--- config.mk ---
export PLATFORM = sky130hd
export DESIGN_NAME = mole_round_ctrl
export DESIGN_NICKNAME = d
export VERILOG_FILES = /design/src/rtl/mole_round_ctrl.sv
export SDC_FILE = /design/constraint.sdc
export NUM_CORES = 1
export LEC_CHECK = 0
export CAP_MARGIN = 5
export CORE_ASPECT_RATIO = 0.8
export CORE_MARGIN = 5
export CORE_UTILIZATION = 39
export CTS_BUF_LIST = sky130_fd_sc_hd__clkbuf_8
export CTS_CLUSTER_DIAMETER = 40
export DETAILED_ROUTE_END_ITERATION = 10
export DONT_BUFFER_PORTS = 1
export GPL_ROUTABILITY_DRIVEN = 0
export HOLD_SLACK_MARGIN = 0.06
export PLACE_DENSITY = 0.56
export SLEW_MARGIN = 30
export SYNTH_ARGS = -nofsm -noshare
export SYNTH_HDL_FRONTEND = slang
export SYNTH_SLANG_ARGS = --single-unit
--- constraint.sdc ---
create_clock -name clk_i -period 4.6 [get_ports clk_i]
set_input_delay 1.38 -clock clk_i [delete_from_list [all_inputs] [get_ports clk_i]]
set_output_delay 1.38 -clock clk_i [all_outputs]
set_load 0.01 [all_outputs]
--- src/rtl/mole_round_ctrl.sv ---
// rtl/mole_round_ctrl.sv - whack-a-mole round sequencer: moles, hits, score, combo, fever, end lights
// Build option MOLE_FEVER_EN enables the fever bonus mode; without it FEVER is never entered.
`timescale 1ns/1ps
module mole_round_ctrl #(
  parameter int unsigned ROUND_TICKS = 45,
  parameter int unsigned COMBO_TH    = 10,
  parameter int unsigned FEVER_TICKS = 5,
  parameter logic [7:0]  LFSR_SEED   = 8'hA5
) (
  input  logic       clk_i,
  input  logic       rst_n_i,
  input  logic       tick_i,
  input  logic       start_i,
  input  logic [7:0] keypad_i,
  output logic [7:0] mole_o,
  output logic [7:0] score_o,
  output logic [3:0] combo_o,
  output logic [7:0] timer_o,
  output logic       fever_o,
  output logic       finish_o
);

`ifdef MOLE_FEVER_EN
  localparam bit FEVER_EN = 1'b1;
`else
  localparam bit FEVER_EN = 1'b0;
`endif

  localparam logic [7:0] ROUND_TICKS_L = 8'(ROUND_TICKS);
  localparam logic [3:0] COMBO_TH_L    = 4'(COMBO_TH);
  localparam logic [3:0] FEVER_TICKS_L = 4'(FEVER_TICKS);

  typedef enum logic [2:0] {S_IDLE, S_RUN, S_FEVER, S_END_OFF, S_DONE} state_e;

  state_e     state_q;
  logic [7:0] lfsr_q, key_s_q, keypad_q, mole_q, score_q, timer_q;
  logic [3:0] combo_q, fever_cnt_q;
  logic       hit_done_q, fever_q, finish_q;

  logic [7:0] press, lfsr_d, score_hit_d;
  logic [8:0] score_sum;
  logic [3:0] combo_hit_d, combo_tick_d, fever_cnt_d;
  logic       press_valid, in_play, hit, wrong, fever_go;

  // key_s_q is the edge register; press is formed one clk later so scoring lands 2 clk after the key edge
  always_comb begin
    press       = key_s_q & ~keypad_q;
    press_valid = $onehot(press);
    in_play     = (state_q == S_RUN) || (state_q == S_FEVER);
    hit         = in_play && press_valid && (|(press & mole_q)) && !hit_done_q;
    wrong       = (state_q == S_RUN) && press_valid && !(|(press & mole_q));
    lfsr_d      = {1'b0, lfsr_q[7:1]} ^ (lfsr_q[0] ? 8'hB8 : 8'h00);
    score_sum   = {1'b0, score_q} + ((FEVER_EN && state_q == S_FEVER) ? 9'd3 : 9'd1);
    score_hit_d = score_sum[8] ? 8'hFF : score_sum[7:0];
    combo_hit_d = combo_q;
    if (state_q == S_RUN) begin
      if (hit)        combo_hit_d = (combo_q == 4'hF) ? 4'hF : combo_q + 4'd1;
      else if (wrong) combo_hit_d = 4'd0;
    end
    // a window that ends without any hit (including one landing on the tick) breaks the combo
    combo_tick_d = (state_q == S_RUN && !hit_done_q && !hit) ? 4'd0 : combo_hit_d;
    fever_go     = FEVER_EN && (combo_tick_d >= COMBO_TH_L);
    fever_cnt_d  = fever_cnt_q + 4'd1;
  end

  always_ff @(posedge clk_i or negedge rst_n_i) begin
    if (!rst_n_i) begin
      state_q     <= S_IDLE;
      lfsr_q      <= LFSR_SEED;
      key_s_q     <= 8'h00;
      keypad_q    <= 8'h00;
      mole_q      <= 8'h00;
      score_q     <= 8'h00;
      combo_q     <= 4'd0;
      timer_q     <= ROUND_TICKS_L;
      fever_cnt_q <= 4'd0;
      hit_done_q  <= 1'b0;
      fever_q     <= 1'b0;
      finish_q    <= 1'b0;
    end else begin
      key_s_q  <= keypad_i;
      keypad_q <= key_s_q;
      case (state_q)
        S_IDLE, S_DONE: begin
          if (start_i) begin
            state_q    <= S_RUN;
            mole_q     <= lfsr_q;
            lfsr_q     <= lfsr_d;
            score_q    <= 8'h00;
            combo_q    <= 4'd0;
            timer_q    <= ROUND_TICKS_L;
            hit_done_q <= 1'b0;
            finish_q   <= 1'b0;
            fever_q    <= 1'b0;
          end
        end
        S_RUN, S_FEVER: begin
          combo_q <= combo_hit_d;
          if (hit) begin
            score_q    <= score_hit_d;
            mole_q     <= mole_q & ~press;
            hit_done_q <= 1'b1;
          end
          if (tick_i) begin
            hit_done_q <= 1'b0;
            combo_q    <= combo_tick_d;
            if (timer_q == 8'd1) begin
              timer_q <= 8'd0;
              mole_q  <= 8'h00;
              state_q <= S_END_OFF;
              fever_q <= 1'b0;
            end else begin
              timer_q <= timer_q - 8'd1;
              if (state_q == S_RUN) begin
                if (fever_go) begin
                  state_q     <= S_FEVER;
                  fever_cnt_q <= 4'd0;
                  mole_q      <= 8'hF0;
                  fever_q     <= 1'b1;
                end else begin
                  mole_q <= lfsr_q;
                  lfsr_q <= lfsr_d;
                end
              end else if (fever_cnt_d == FEVER_TICKS_L) begin
                state_q <= S_RUN;
                combo_q <= 4'd0;
                mole_q  <= lfsr_q;
                lfsr_q  <= lfsr_d;
                fever_q <= 1'b0;
              end else begin
                fever_cnt_q <= fever_cnt_d;
                mole_q      <= fever_cnt_d[0] ? 8'h0F : 8'hF0;
              end
            end
          end
        end
        S_END_OFF: begin
          if (tick_i) begin
            mole_q   <= 8'hFF;
            state_q  <= S_DONE;
            finish_q <= 1'b1;
          end
        end
        default: state_q <= S_IDLE;
      endcase
    end
  end

  assign mole_o   = mole_q;
  assign score_o  = score_q;
  assign combo_o  = combo_q;
  assign timer_o  = timer_q;
  assign fever_o  = fever_q;
  assign finish_o = finish_q;

endmodule
==> results of run 1 <==
-- per-layer routing --
metal / vias to the layer above / GRT usage [%] / wire length, microns
li1: 1251 / - / -
met1: 1274 / 21.6 / 3800
met2: 66 / 23.7 / 3660
met3: 8 / 7.08 / 567
met4: 0 / 4.69 / 77
met5: - / 0 / 0
-- Yosys cell counts, drive strengths merged (3+ instances only) --
| cell type | instances | share of area [%] |
|---|---|---|
| nand3b | 6 | 1.3 |
| a32oi | 3 | 0.76 |
| nand2b | 6 | 1.1 |
| nor2 | 18 | 2.0 |
| nor3 | 7 | 1.0 |
| o21ai | 30 | 4.7 |
| fa | 4 | 2.3 |
| nor2b | 6 | 1.1 |
| xnor2 | 5 | 1.3 |
| and3b | 5 | 1.3 |
| a21oi | 25 | 4.1 |
| buf | 6 | 1.4 |
| xor2 | 3 | 0.76 |
| mux2 | 8 | 3.5 |
| a31oi | 5 | 0.91 |
| o22a | 4 | 1.1 |
| or3 | 4 | 0.73 |
| o32a | 8 | 2.3 |
| nand2 | 25 | 2.8 |
| ha | 9 | 3.3 |
| inv | 25 | 2.7 |
| or3b | 3 | 0.76 |
| nand3 | 9 | 1.5 |
| o31ai | 8 | 1.7 |
| clkbuf | 7 | 0.76 |
| dfstp | 8 | 6.1 |
| dfrtp | 53 | 38 |
-- final cells by class --
class | instances | area share (%)
inverter | 25 | 2.52
clock buffer | 10 | 3.70
clock inverter | 6 | 1.45
sequential | 61 | 41.3
timing repair buffer | 1 | 0.202
tap | 112 | 3.77
multi-input combinational | 241 | 47.0
-- worst register-to-register path, delay by kind of cell, from the launching register on --
kind                     cells  cell delay, ps
AND/OR/NAND/NOR              2             400
flip-flops                   1             350
adder cells (fa/ha/maj)      5            2000
buffers and inverters        3             180
AO/OA/AOI/OAI                4            1240
-- stage by stage --
stage | setup WS [ps] | hold slack [ps] | instances | power (mW)
after global placement | 352 | 357 | 440 | 1.47
after global routing | 43.7 | 399 | 456 | 2.12
after floorplan | 636 | 347 | 340 | 1.32
final | 380 | 370 | 456 | 1.96
after detailed placement | 245 | 360 | 440 | 1.49
after CTS | 230 | 374 | 456 | 1.98
-- flip-flops by register name, summed over array words and instances (netlist names) --
signal,flops
key_s_q,8
keypad_q,8
lfsr_q,8
mole_o,8
score_o,8
timer_o,8
combo_o,4
fever_cnt_q,4
state_q,3
finish_o,1
hit_done_q,1
-- report_power, final --
part / internal [mW] / switching [mW]
clock: 0.259 / 0.217
sequential: 0.656 / 0.202
combinational: 0.265 / 0.360
-- kinds of logic after synthesis --
logic type / count (synthesis)
XOR/XNOR: 8
buffers and inverters: 38
AO/OA/AOI/OAI: 108
adder cells (fa/ha/maj): 13
AND/OR/NAND/NOR: 102
flip-flops: 61
multiplexers: 9
other: 1
-- timing repair --
item,CTS,global route
buffers inserted,0,0
gates resized for setup,0,1
setup endpoints to repair,0,4
-- worst paths after layout --
kind / startpoint / cells past startpoint / end
worst max register to register: key_s_q[1] / 14 / mole_o[2]
max in group asynchronous: rst_n_i / 0 / lfsr_q[0]
worst min-delay path: key_s_q[2] / 0 / keypad_q[2]
worst max-delay path: key_s_q[1] / 14 / mole_o[2]
min in group asynchronous: rst_n_i / 0 / timer_o[4]
worst min register to register: key_s_q[2] / 0 / keypad_q[2]
==> flow_summary_export.csv, run 1 <==
group,metric,value,unit
yosys,synth_cell_types,69,
yosys,yosys_register_bits,61,
critical_path,slowest_delay,480,ps
sta,relSlewSlack,41.0,%
layout,drive_above_1_share,14.5,%
sta,maxSlewViolCount,0,
cts,cts_buffers,9,
die,floorplan.initialDensity,40.3,%
critical_path,cp_max_fo,8,
yosys,synth_compound_area_share,22.0,%
sta,layout_worst_path_cycle_share,91.7,%
place,io_buffer_count,0,
critical_path,cp-end-kind,"flop",
global_routing,grt_use_total,16.2,%
yosys,synth_nets,365,
yosys,synth_fa_ha_area_share,5.59,%
global_routing,grt_pass1_wl,13600,microns
cts,cts_htree_levels,3,
layout,diodes,0,
die,die_area,10800,sq um
yosys,synth_top_family_by_area,"compound AO/OA/AOI/OAI gates",
power,p_leak,1.55,nW
drt,ant_nets,0,
run,maxCapViolations,0,
sta,worst_pin_slew,882,ps
cts,cts.path.max_buffers,2,
yosys,synth-simple-area-share,17.1,%
sta,finalSetupViolations,0,
yosys,synth-xor-area-share,2.03,%
critical_path,critPathTopFamily,"adder cells",
critical_path,cp.arrival,4510,ps
run_status,status,"complete, no violations",
die,core_area,8560,sq um
sta,post-route-min-period,4220,ps
yosys,synthMuxAreaShare,3.77,%
die,ios,42,
critical_path,crit_required,4890,ps
drt,via_count,2599,
drt,routed_via_density,5.70,
cts,cts_root_buffer,"clkbuf_8",
sta,clock.fmax,0.237,GHz
yosys,yosysSeqAreaShare,44.5,%
critical_path,r2r_slack,380,ps
drt,first_iter_violations,177,
critical_path,crit_chain,"nor2b_1 > fa_1 > fa_1 > inv_1 > fa_1 > inv_1 > ha_1 > inv_1 > fa_1 > and3b_1 > a41oi_1 > a211o_1 > a21oi_2 > o32a_1",
layout,fillers,823,
yosys,yosys_warnings,0,
drt,drc_errors,0,
layout,fin_util,43.5,%
min_path,hold_path_class,"reg -> reg",
critical_path,cp-start-kind,"flop",
die,rows,30,
place,place_area,3520,sq um
yosys,postSynthAreaPerCell,10.1,sq um
sta,setup_tns,0,ps
cts,cts_tree,"yes",
yosys,synth-main-ff-cell,"dfrtp_1",
cts,clk_pin_slew,70,ps
drt,wl,8110,microns
power,p_per_area,527,nW/um^2
layout,multiInputGateArea,1750,sq um
global_routing,antenna_found_initial,0,
global_routing,grt_max_degree,62,
global_routing,overflow,0,
critical_path,worst-path-buf-inv,3,
layout,area_growth_syn_to_layout,7.80,%
layout,final_cell_mix,"dfrtp_1 (53), o21ai_0 (28), inv_1 (26)",
global_routing,grt_pass1_vias,2531,
layout,seq_area,1540,sq um
yosys,synth_edf_count,0,
layout,final_area,3720,sq um
sta,fin_skew,11.4,ps
sta,rsz0062_at_grt,"no",
critical_path,cpMostUsedCell,"fa_1",
sta,finalHoldViolations,0,
cts,hold_buffers,0,
cts,clock_latency,360,ps
critical_path,crit_type,"reg -> reg",
place,hpwlAfterDp,5760,microns
drt,wire_per_inst,17.8,microns
die,die_y,94.1,microns
cts,numClockSinks,61,
critical_path,crit_slowest_cell,"fa_1",
power,vdd_drop_max,0.241,mV
yosys,async_reset_ff_share,100,%
layout,final_common_cell,"dfrtp_1",
yosys,synth_cells,340,
layout,num-nets-final,364,
drt,drt-pass1-iter-count,4,
yosys,synth_area,3450,sq um
die,die_w,115,microns
No activity file was read; power rests on OpenSTA's default activity.
==> run 2: changes to the inputs <==
Settings changed: CAP_MARGIN 5 to 20.
==> results of run 2 <==
Final layout, timing and power as in run 1 (identical DEF).
